--- config.mk ---
export PLATFORM = sky130hd
export DESIGN_NAME = multdiv_unit
export DESIGN_NICKNAME = d
export VERILOG_FILES = /design/src/rtl/multdiv_pkg.sv /design/src/rtl/multdiv_step_counter.sv /design/src/rtl/multdiv_unit.sv
export SDC_FILE = /design/constraint.sdc
export NUM_CORES = 1
export LEC_CHECK = 0
export ABC_AREA = 1
export ABC_CLOCK_PERIOD_IN_PS = 9100
export CAP_MARGIN = 25
export CORE_ASPECT_RATIO = 1.4
export CORE_UTILIZATION = 30
export DETAILED_ROUTE_END_ITERATION = 6
export PLACE_DENSITY = 0.44
export SETUP_SLACK_MARGIN = 0.5
export SYNTH_ARGS = -nofsm -noshare
export SYNTH_HDL_FRONTEND = slang
export SYNTH_SLANG_ARGS = --single-unit
--- constraint.sdc ---
create_clock -name clock -period 9.1 [get_ports clock]
set_clock_uncertainty 0.2 [all_clocks]
set_input_delay 1.365 -clock clock [delete_from_list [all_inputs] [get_ports clock]]
set_output_delay 1.365 -clock clock [all_outputs]
set_load 0.01 [all_outputs]
--- src/rtl/multdiv_pkg.sv ---
// Shared constants, FSM state encoding and radix-4 Booth recoding for the
// iterative multiply/divide unit.
package multdiv_pkg;

  localparam int DEFAULT_WIDTH      = 32;
  localparam int DEFAULT_MULT_STEPS = DEFAULT_WIDTH / 2;
  localparam int DEFAULT_DIV_STEPS  = DEFAULT_WIDTH;
  localparam int CNT_WIDTH          = 6;

  typedef enum logic [1:0] {
    IDLE = 2'b00,
    MULT = 2'b01,
    DIV  = 2'b10,
    DONE = 2'b11
  } state_e;

  typedef enum logic [2:0] {
    BOOTH_ZERO,
    BOOTH_PLUS_A,
    BOOTH_PLUS_2A,
    BOOTH_MINUS_A,
    BOOTH_MINUS_2A
  } booth_op_e;

  // Window is {b[i+1], b[i], b[i-1]} of the multiplier.
  function automatic booth_op_e booth_recode(input logic [2:0] window);
    booth_op_e op;
    case (window)
      3'b001, 3'b010: op = BOOTH_PLUS_A;
      3'b011:         op = BOOTH_PLUS_2A;
      3'b100:         op = BOOTH_MINUS_2A;
      3'b101, 3'b110: op = BOOTH_MINUS_A;
      default:        op = BOOTH_ZERO;
    endcase
    return op;
  endfunction

endpackage

--- src/rtl/multdiv_step_counter.sv ---
// Saturating step counter: synchronous clear, count enable and a
// terminal-count flag that also stops further counting.
module multdiv_step_counter
  import multdiv_pkg::*;
(
  input  logic                 clock,
  input  logic                 reset_n,
  input  logic                 clear,
  input  logic                 enable,
  input  logic [CNT_WIDTH-1:0] limit,
  output logic                 terminal
);

  logic [CNT_WIDTH-1:0] count;

  always_ff @(posedge clock or negedge reset_n) begin
    if (!reset_n) begin
      count <= '0;
    end else if (clear) begin
      count <= '0;
    end else if (enable && !terminal) begin
      count <= count + 1'b1;
    end
  end

  assign terminal = (count == limit);

endmodule

--- src/rtl/multdiv_unit.sv ---
// Iterative signed multiply (radix-4 Booth) and divide (restoring, on
// magnitudes) engine with a sticky result-ready flag.
module multdiv_unit
  import multdiv_pkg::*;
#(
  parameter int WIDTH      = DEFAULT_WIDTH,
  parameter int MULT_STEPS = WIDTH / 2,
  parameter int DIV_STEPS  = WIDTH
) (
  input  logic             clock,
  input  logic             reset_n,
  input  logic             ctrl_MULT,
  input  logic             ctrl_DIV,
  input  logic [WIDTH-1:0] data_operandA,
  input  logic [WIDTH-1:0] data_operandB,
  output logic [WIDTH-1:0] data_result,
  output logic             data_exception,
  output logic             data_resultRDY,
  output logic             data_inputRDY
);

  localparam logic [CNT_WIDTH-1:0] MULT_TC  = CNT_WIDTH'(MULT_STEPS);
  localparam logic [CNT_WIDTH-1:0] DIV_TC   = CNT_WIDTH'(DIV_STEPS);
  localparam logic [WIDTH-1:0]     MOST_NEG = {1'b1, {(WIDTH-1){1'b0}}};

  state_e state, state_next;

  logic                 start;
  logic                 step_done;
  logic                 count_enable;
  logic [CNT_WIDTH-1:0] step_limit;

  logic [WIDTH-1:0] mult_a;
  logic [WIDTH+1:0] mult_hi;
  logic [WIDTH:0]   mult_lo;
  logic [WIDTH+1:0] a_ext;
  logic [WIDTH+1:0] booth_addend;
  logic [WIDTH+1:0] booth_sum;
  logic [WIDTH+1:0] next_hi;
  logic [WIDTH:0]   next_lo;
  logic             mult_ovf;

  logic [WIDTH-1:0] mag_a;
  logic [WIDTH-1:0] mag_b;
  logic [WIDTH-1:0] div_b;
  logic [WIDTH-1:0] div_quo;
  logic [WIDTH-1:0] div_rem;
  logic             div_neg;
  logic             div_zero;
  logic             div_ovf;
  logic [WIDTH:0]   div_shift;
  logic             div_ge;
  logic [WIDTH-1:0] div_diff;

  assign start        = ctrl_MULT | ctrl_DIV;
  assign count_enable = (state == MULT) || (state == DIV);
  assign step_limit   = (state == DIV) ? DIV_TC : MULT_TC;

  multdiv_step_counter u_step_counter (
    .clock    (clock),
    .reset_n  (reset_n),
    .clear    (start),
    .enable   (count_enable),
    .limit    (step_limit),
    .terminal (step_done)
  );

  always_ff @(posedge clock or negedge reset_n) begin
    if (!reset_n) begin
      state <= IDLE;
    end else begin
      state <= state_next;
    end
  end

  // A new start pulse always wins, aborting whatever is in flight.
  always_comb begin
    state_next = state;
    if (ctrl_MULT) begin
      state_next = MULT;
    end else if (ctrl_DIV) begin
      state_next = DIV;
    end else begin
      case (state)
        MULT:    if (step_done) state_next = DONE;
        DIV:     if (div_zero || step_done) state_next = DONE;
        default: state_next = state;
      endcase
    end
  end

  // Accumulator carries two guard bits so that +/-2A never overflows.
  always_comb begin
    a_ext        = {{2{mult_a[WIDTH-1]}}, mult_a};
    booth_addend = '0;
    case (booth_recode(mult_lo[2:0]))
      BOOTH_PLUS_A:   booth_addend = a_ext;
      BOOTH_PLUS_2A:  booth_addend = {a_ext[WIDTH:0], 1'b0};
      BOOTH_MINUS_A:  booth_addend = -a_ext;
      BOOTH_MINUS_2A: booth_addend = -{a_ext[WIDTH:0], 1'b0};
      default:        booth_addend = '0;
    endcase
    booth_sum = mult_hi + booth_addend;
    next_hi   = {booth_sum[WIDTH+1], booth_sum[WIDTH+1], booth_sum[WIDTH+1:2]};
    next_lo   = {booth_sum[1:0], mult_lo[WIDTH:2]};
    mult_ovf  = !((&{mult_hi[WIDTH-1:0], mult_lo[WIDTH]}) ||
                  (~|{mult_hi[WIDTH-1:0], mult_lo[WIDTH]}));
  end

  always_comb begin
    mag_a     = data_operandA[WIDTH-1] ? -data_operandA : data_operandA;
    mag_b     = data_operandB[WIDTH-1] ? -data_operandB : data_operandB;
    div_shift = {div_rem, div_quo[WIDTH-1]};
    div_ge    = (div_shift >= {1'b0, div_b});
    div_diff  = div_shift[WIDTH-1:0] - div_b;
  end

  // Outputs are cleared on start and only loaded again on entry to DONE.
  always_ff @(posedge clock or negedge reset_n) begin
    if (!reset_n) begin
      mult_a         <= '0;
      mult_hi        <= '0;
      mult_lo        <= '0;
      div_b          <= '0;
      div_quo        <= '0;
      div_rem        <= '0;
      div_neg        <= 1'b0;
      div_zero       <= 1'b0;
      div_ovf        <= 1'b0;
      data_result    <= '0;
      data_exception <= 1'b0;
      data_resultRDY <= 1'b0;
    end else if (ctrl_MULT) begin
      mult_a         <= data_operandA;
      mult_hi        <= '0;
      mult_lo        <= {data_operandB, 1'b0};
      data_result    <= '0;
      data_exception <= 1'b0;
      data_resultRDY <= 1'b0;
    end else if (ctrl_DIV) begin
      div_b          <= mag_b;
      div_quo        <= mag_a;
      div_rem        <= '0;
      div_neg        <= data_operandA[WIDTH-1] ^ data_operandB[WIDTH-1];
      div_zero       <= (data_operandB == '0);
      div_ovf        <= (data_operandA == MOST_NEG) && (&data_operandB);
      data_result    <= '0;
      data_exception <= 1'b0;
      data_resultRDY <= 1'b0;
    end else begin
      case (state)
        MULT: begin
          if (!step_done) begin
            mult_hi <= next_hi;
            mult_lo <= next_lo;
          end else begin
            data_result    <= mult_lo[WIDTH:1];
            data_exception <= mult_ovf;
            data_resultRDY <= 1'b1;
          end
        end
        DIV: begin
          if (div_zero) begin
            data_result    <= '0;
            data_exception <= 1'b1;
            data_resultRDY <= 1'b1;
          end else if (!step_done) begin
            div_rem <= div_ge ? div_diff : div_shift[WIDTH-1:0];
            div_quo <= {div_quo[WIDTH-2:0], div_ge};
          end else begin
            data_result    <= div_neg ? -div_quo : div_quo;
            data_exception <= div_ovf;
            data_resultRDY <= 1'b1;
          end
        end
        default: begin
        end
      endcase
    end
  end

  assign data_inputRDY = (state == IDLE) || (state == DONE);

endmodule

==> impl_metrics.json <==
{
  "status": "complete, no violations",
  "crit_path_start": "mult_lo[1]",
  "power_density_mw_per_mm2": 171,
  "ys_seq_elements": 238,
  "wl_per_cell_um": 19.8,
  "max_freq_mhz": 222,
  "io_buffers": 102,
  "vias_per_cell": 5.12,
  "ant_nets": 0,
  "gp_congestion": 0.919,
  "p_sw_frac": 0.389,
  "power_mw": 3.80,
  "drt_iter0_markers": 1395,
  "cts.sink_count": 238,
  "antenna_found_initial": 0,
  "rsz0062_at_grt": "false",
  "path_clk_slew_ns": 0.06,
  "ioPinCount": 103,
  "vias": 20100,
  "instances_no_fill": 3917,
  "design_area_mm2": 0.0223,
  "grt_pass1_vias": 20100,
  "critPathCapture": "mult_hi[30]",
  "cts_inserted_buffers": 31,
  "synth_edf_count": 0,
  "drive_gt1_frac": 0.0439,
  "cts_tree": "yes",
  "initial_utilization": 0.303,
  "finalSetupViolCount": 0,
  "power_leakage_nw": 10.9,
  "hold_viol_final": 0,
  "critPathCaptureType": "flip-flop",
  "grt_max_degree": 125,
  "die_x_um": 217,
  "dr.pass1.iters": 7,
  "arrival_ns": 4.78,
  "rows": 110,
  "tns_ns": 0,
  "pwr-share-clk": 0.340,
  "max_slew.worst_pin.slew_ns": 0.981,
  "p_sw_mw": 1.48,
  "placed_cell_area_mm2": 0.0212,
  "holdBufCountCts": 0,
  "ys.flop_type": "dfrtp_1",
  "min_period_ns": 4.50,
  "cts_buffer_depth": 3,
  "reg2reg_depth": 18,
  "synthesis.nets": 3141,
  "fp.dieH_um": 304,
  "yosysSeqAreaShare": 0.306,
  "cts-root-buf": "clkbuf_16",
  "netlist_area_mm2": 0.0195,
  "cts_setup_buffers": 0,
  "fin_nets": 3199,
  "power_frac_comb": 0.323,
  "irDropWorstVdd_uv": 149,
  "yosys_warnings": 0,
  "p_seq_frac": 0.337,
  "min_path_type": "reg2reg",
  "slew_headroom": 0.346,
  "cp.required_ns": 9.38,
  "drt_wl_total_um": 77600,
  "r2r_end": "mult_hi[30]",
  "overflow": 0,
  "die_area_mm2": 0.0660,
  "htree_levels": 1,
  "start_kind": "flip-flop",
  "syn_inst": 2997,
  "rrSetupSlack_ns": 4.60,
  "area_delta_synth_final_pct": 14.2,
  "drcViolationCount": 0,
  "maxCapViolCount": 0,
  "clock_latency_ns": 0.62,
  "dp_hpwl_um": 60500,
  "place_inst": 3862,
  "async_flop_share": 1.00,
  "ys_types": 58,
  "hold_depth": 2,
  "syn_area_per_cell_um2": 6.50,
  "grt_pass1_wl_um": 120000,
  "fillCellCount": 7047,
  "diodes": 0,
  "intPower_mw": 2.32,
  "slew_violations": 0,
  "crit_type": "reg2reg",
  "r2r-start": "mult_lo[1]",
  "period_share": 0.495,
  "cp_max_fo": 19,
  "cts_resized": 0,
  "grt_usage": 0.236,
  "core_area_mm2": 0.0643
}
## registers in the layout (all words and copies together) (netlist names)
name and cells:
div_rem 32, data_exception 1, mult_a 32, data_resultRDY 1, div_neg 1, data_result 32
mult_lo 33, u_step_counter.count 6, div_ovf 1, state 2, div_quo 32, div_zero 1
div_b 32, mult_hi 32
## cells by family after synthesis
group,synth area share
adders and majority gates,0.0496
and+or+nand+nor,0.366
DFF,0.306
buffers and inverters,0.102
AOI/OAI and AO/OA,0.145
xor gates and xnor gates,0.0310
## power groups by stage
stage	Combinational [mW]	Sequential (mW)	Clock (mW)
after floorplan	0.783	1.26	0
after global placement	1.23	1.30	0
after detailed placement	1.22	1.30	0
after CTS	1.23	1.28	1.34
after global routing	1.37	1.30	1.37
final	1.23	1.28	1.29
## worst max-delay path, stage by stage (launching register included)
cell and delay [ns]:
dfrtp_1 0.41, nor2_1 0.19, nor2_1 0.09, nand2_1 0.61, inv_1 0.51, a221oi_1 0.38
o21ai_0 0.23, ha_1 0.42, nand2_1 0.13, nor2_1 0.22, nand2_1 0.08, nand2_1 0.18
nand2_1 0.08, nand2_1 0.22, nand3_1 0.15, nand2_1 0.10, nand2_1 0.05, nand3_1 0.07
nand2_1 0.06
## synthesized netlist by cell type (3+ instances only)
library cell	count	area [um2]
nor2_1	250	938
o2111ai_1	11	96.3
xor2_1	52	455
nand3b_1	43	323
xnor2_1	17	149
buf_2	31	155
o211ai_1	17	128
inv_2	11	41.3
o21ai_0	233	1170
nand2_1	915	3430
nand3_1	238	1190
ha_1	74	926
nor2_2	12	75.1
buf_4	5	37.5
buf_1	10	37.5
o21a_1	4	30.0
o21bai_1	9	67.6
dfrtp_1	238	5960
nor4_1	9	56.3
o22ai_1	29	181
o21ai_1	18	90.1
nand4_1	63	394
inv_1	396	1490
o31ai_1	3	22.5
nand2_4	3	33.8
o221ai_1	23	201
clkbuf_1	39	146
buf_6	6	67.6
nor2_8	4	80.1
nor3_1	35	175
a21oi_1	124	621
a21o_1	4	30.0
nand3_2	16	160
nor2_4	5	56.3
a32oi_1	5	43.8
a22oi_1	9	67.6
nand2_2	6	37.5
or2_2	4	25.0
a31oi_1	4	25.0
## metal layers
metal  GRT usage  vias to the layer above  share of wire
met5           0                        -              0
met4      0.0785                        0          0.033
met3      0.0170                      107          0.031
met2       0.422                      445           0.49
met1       0.298                     9586           0.44
li1            -                     9936              -
## cell type report
type	instances	area, um2	share of cell area
multi-input cells	2260	11500	0.518
clock buffers	48	920	0.0413
flip-flops and latches	238	5960	0.268
repair buffers	117	1140	0.0514
inverters	407	1530	0.0686
clock inverters	7	125	0.00562
well taps	840	1050	0.0472
## stage by stage
step | setup slack, ns | util | hold slack [ns]
2_1_floorplan | 5.97 | - | 0.244
3_3_place_gp | 4.51 | 0.330 | 0.269
3_5_place_dp | 4.39 | 0.330 | 0.268
4_1_cts | 4.60 | 0.346 | 0.283
5_1_grt | 4.23 | 0.346 | 0.306
6_report | 4.60 | 0.346 | 0.277
## placed cells by master (no fill, tap or decap), types with 4 or more instances in the layout
cell type and n:
o211ai_1 17, nor2_1 250, o22ai_1 29, nand2_1 915
inv_2 12, a32oi_1 5, nand3_2 16, clkbuf_1 9
nor2_2 12, nor2_8 4, clkbuf_8 8, ha_1 74
o21ai_0 233, buf_4 13, xor2_1 52, xnor2_1 17
nor4_1 9, or2_2 4, clkdlybuf4s50_1 100, a21oi_1 124
nand4_1 63, nand3_1 238, o21bai_1 9, nor2_4 5
nand3b_1 43, o21a_1 4, a21o_1 4, o221ai_1 23
o21ai_1 18, a22oi_1 9, dfrtp_1 238, nand2_2 6
inv_1 395, a31oi_1 4, clkbuf_16 31, nor3_1 35
o2111ai_1 11
## how the worst min path moves through the flow
stage	from	endpoint	slack (ns)
finish	data_result[19]	data_result[19]	0.28
global route	data_result[26]	data_result[26]	0.31
CTS	data_result[19]	data_result[19]	0.28
detailed placement	data_result[26]	data_result[26]	0.27
global placement	data_result[23]	data_result[23]	0.27
floorplan	div_ovf	div_ovf	0.24
Note: power is estimated with default switching activity, not from simulation.
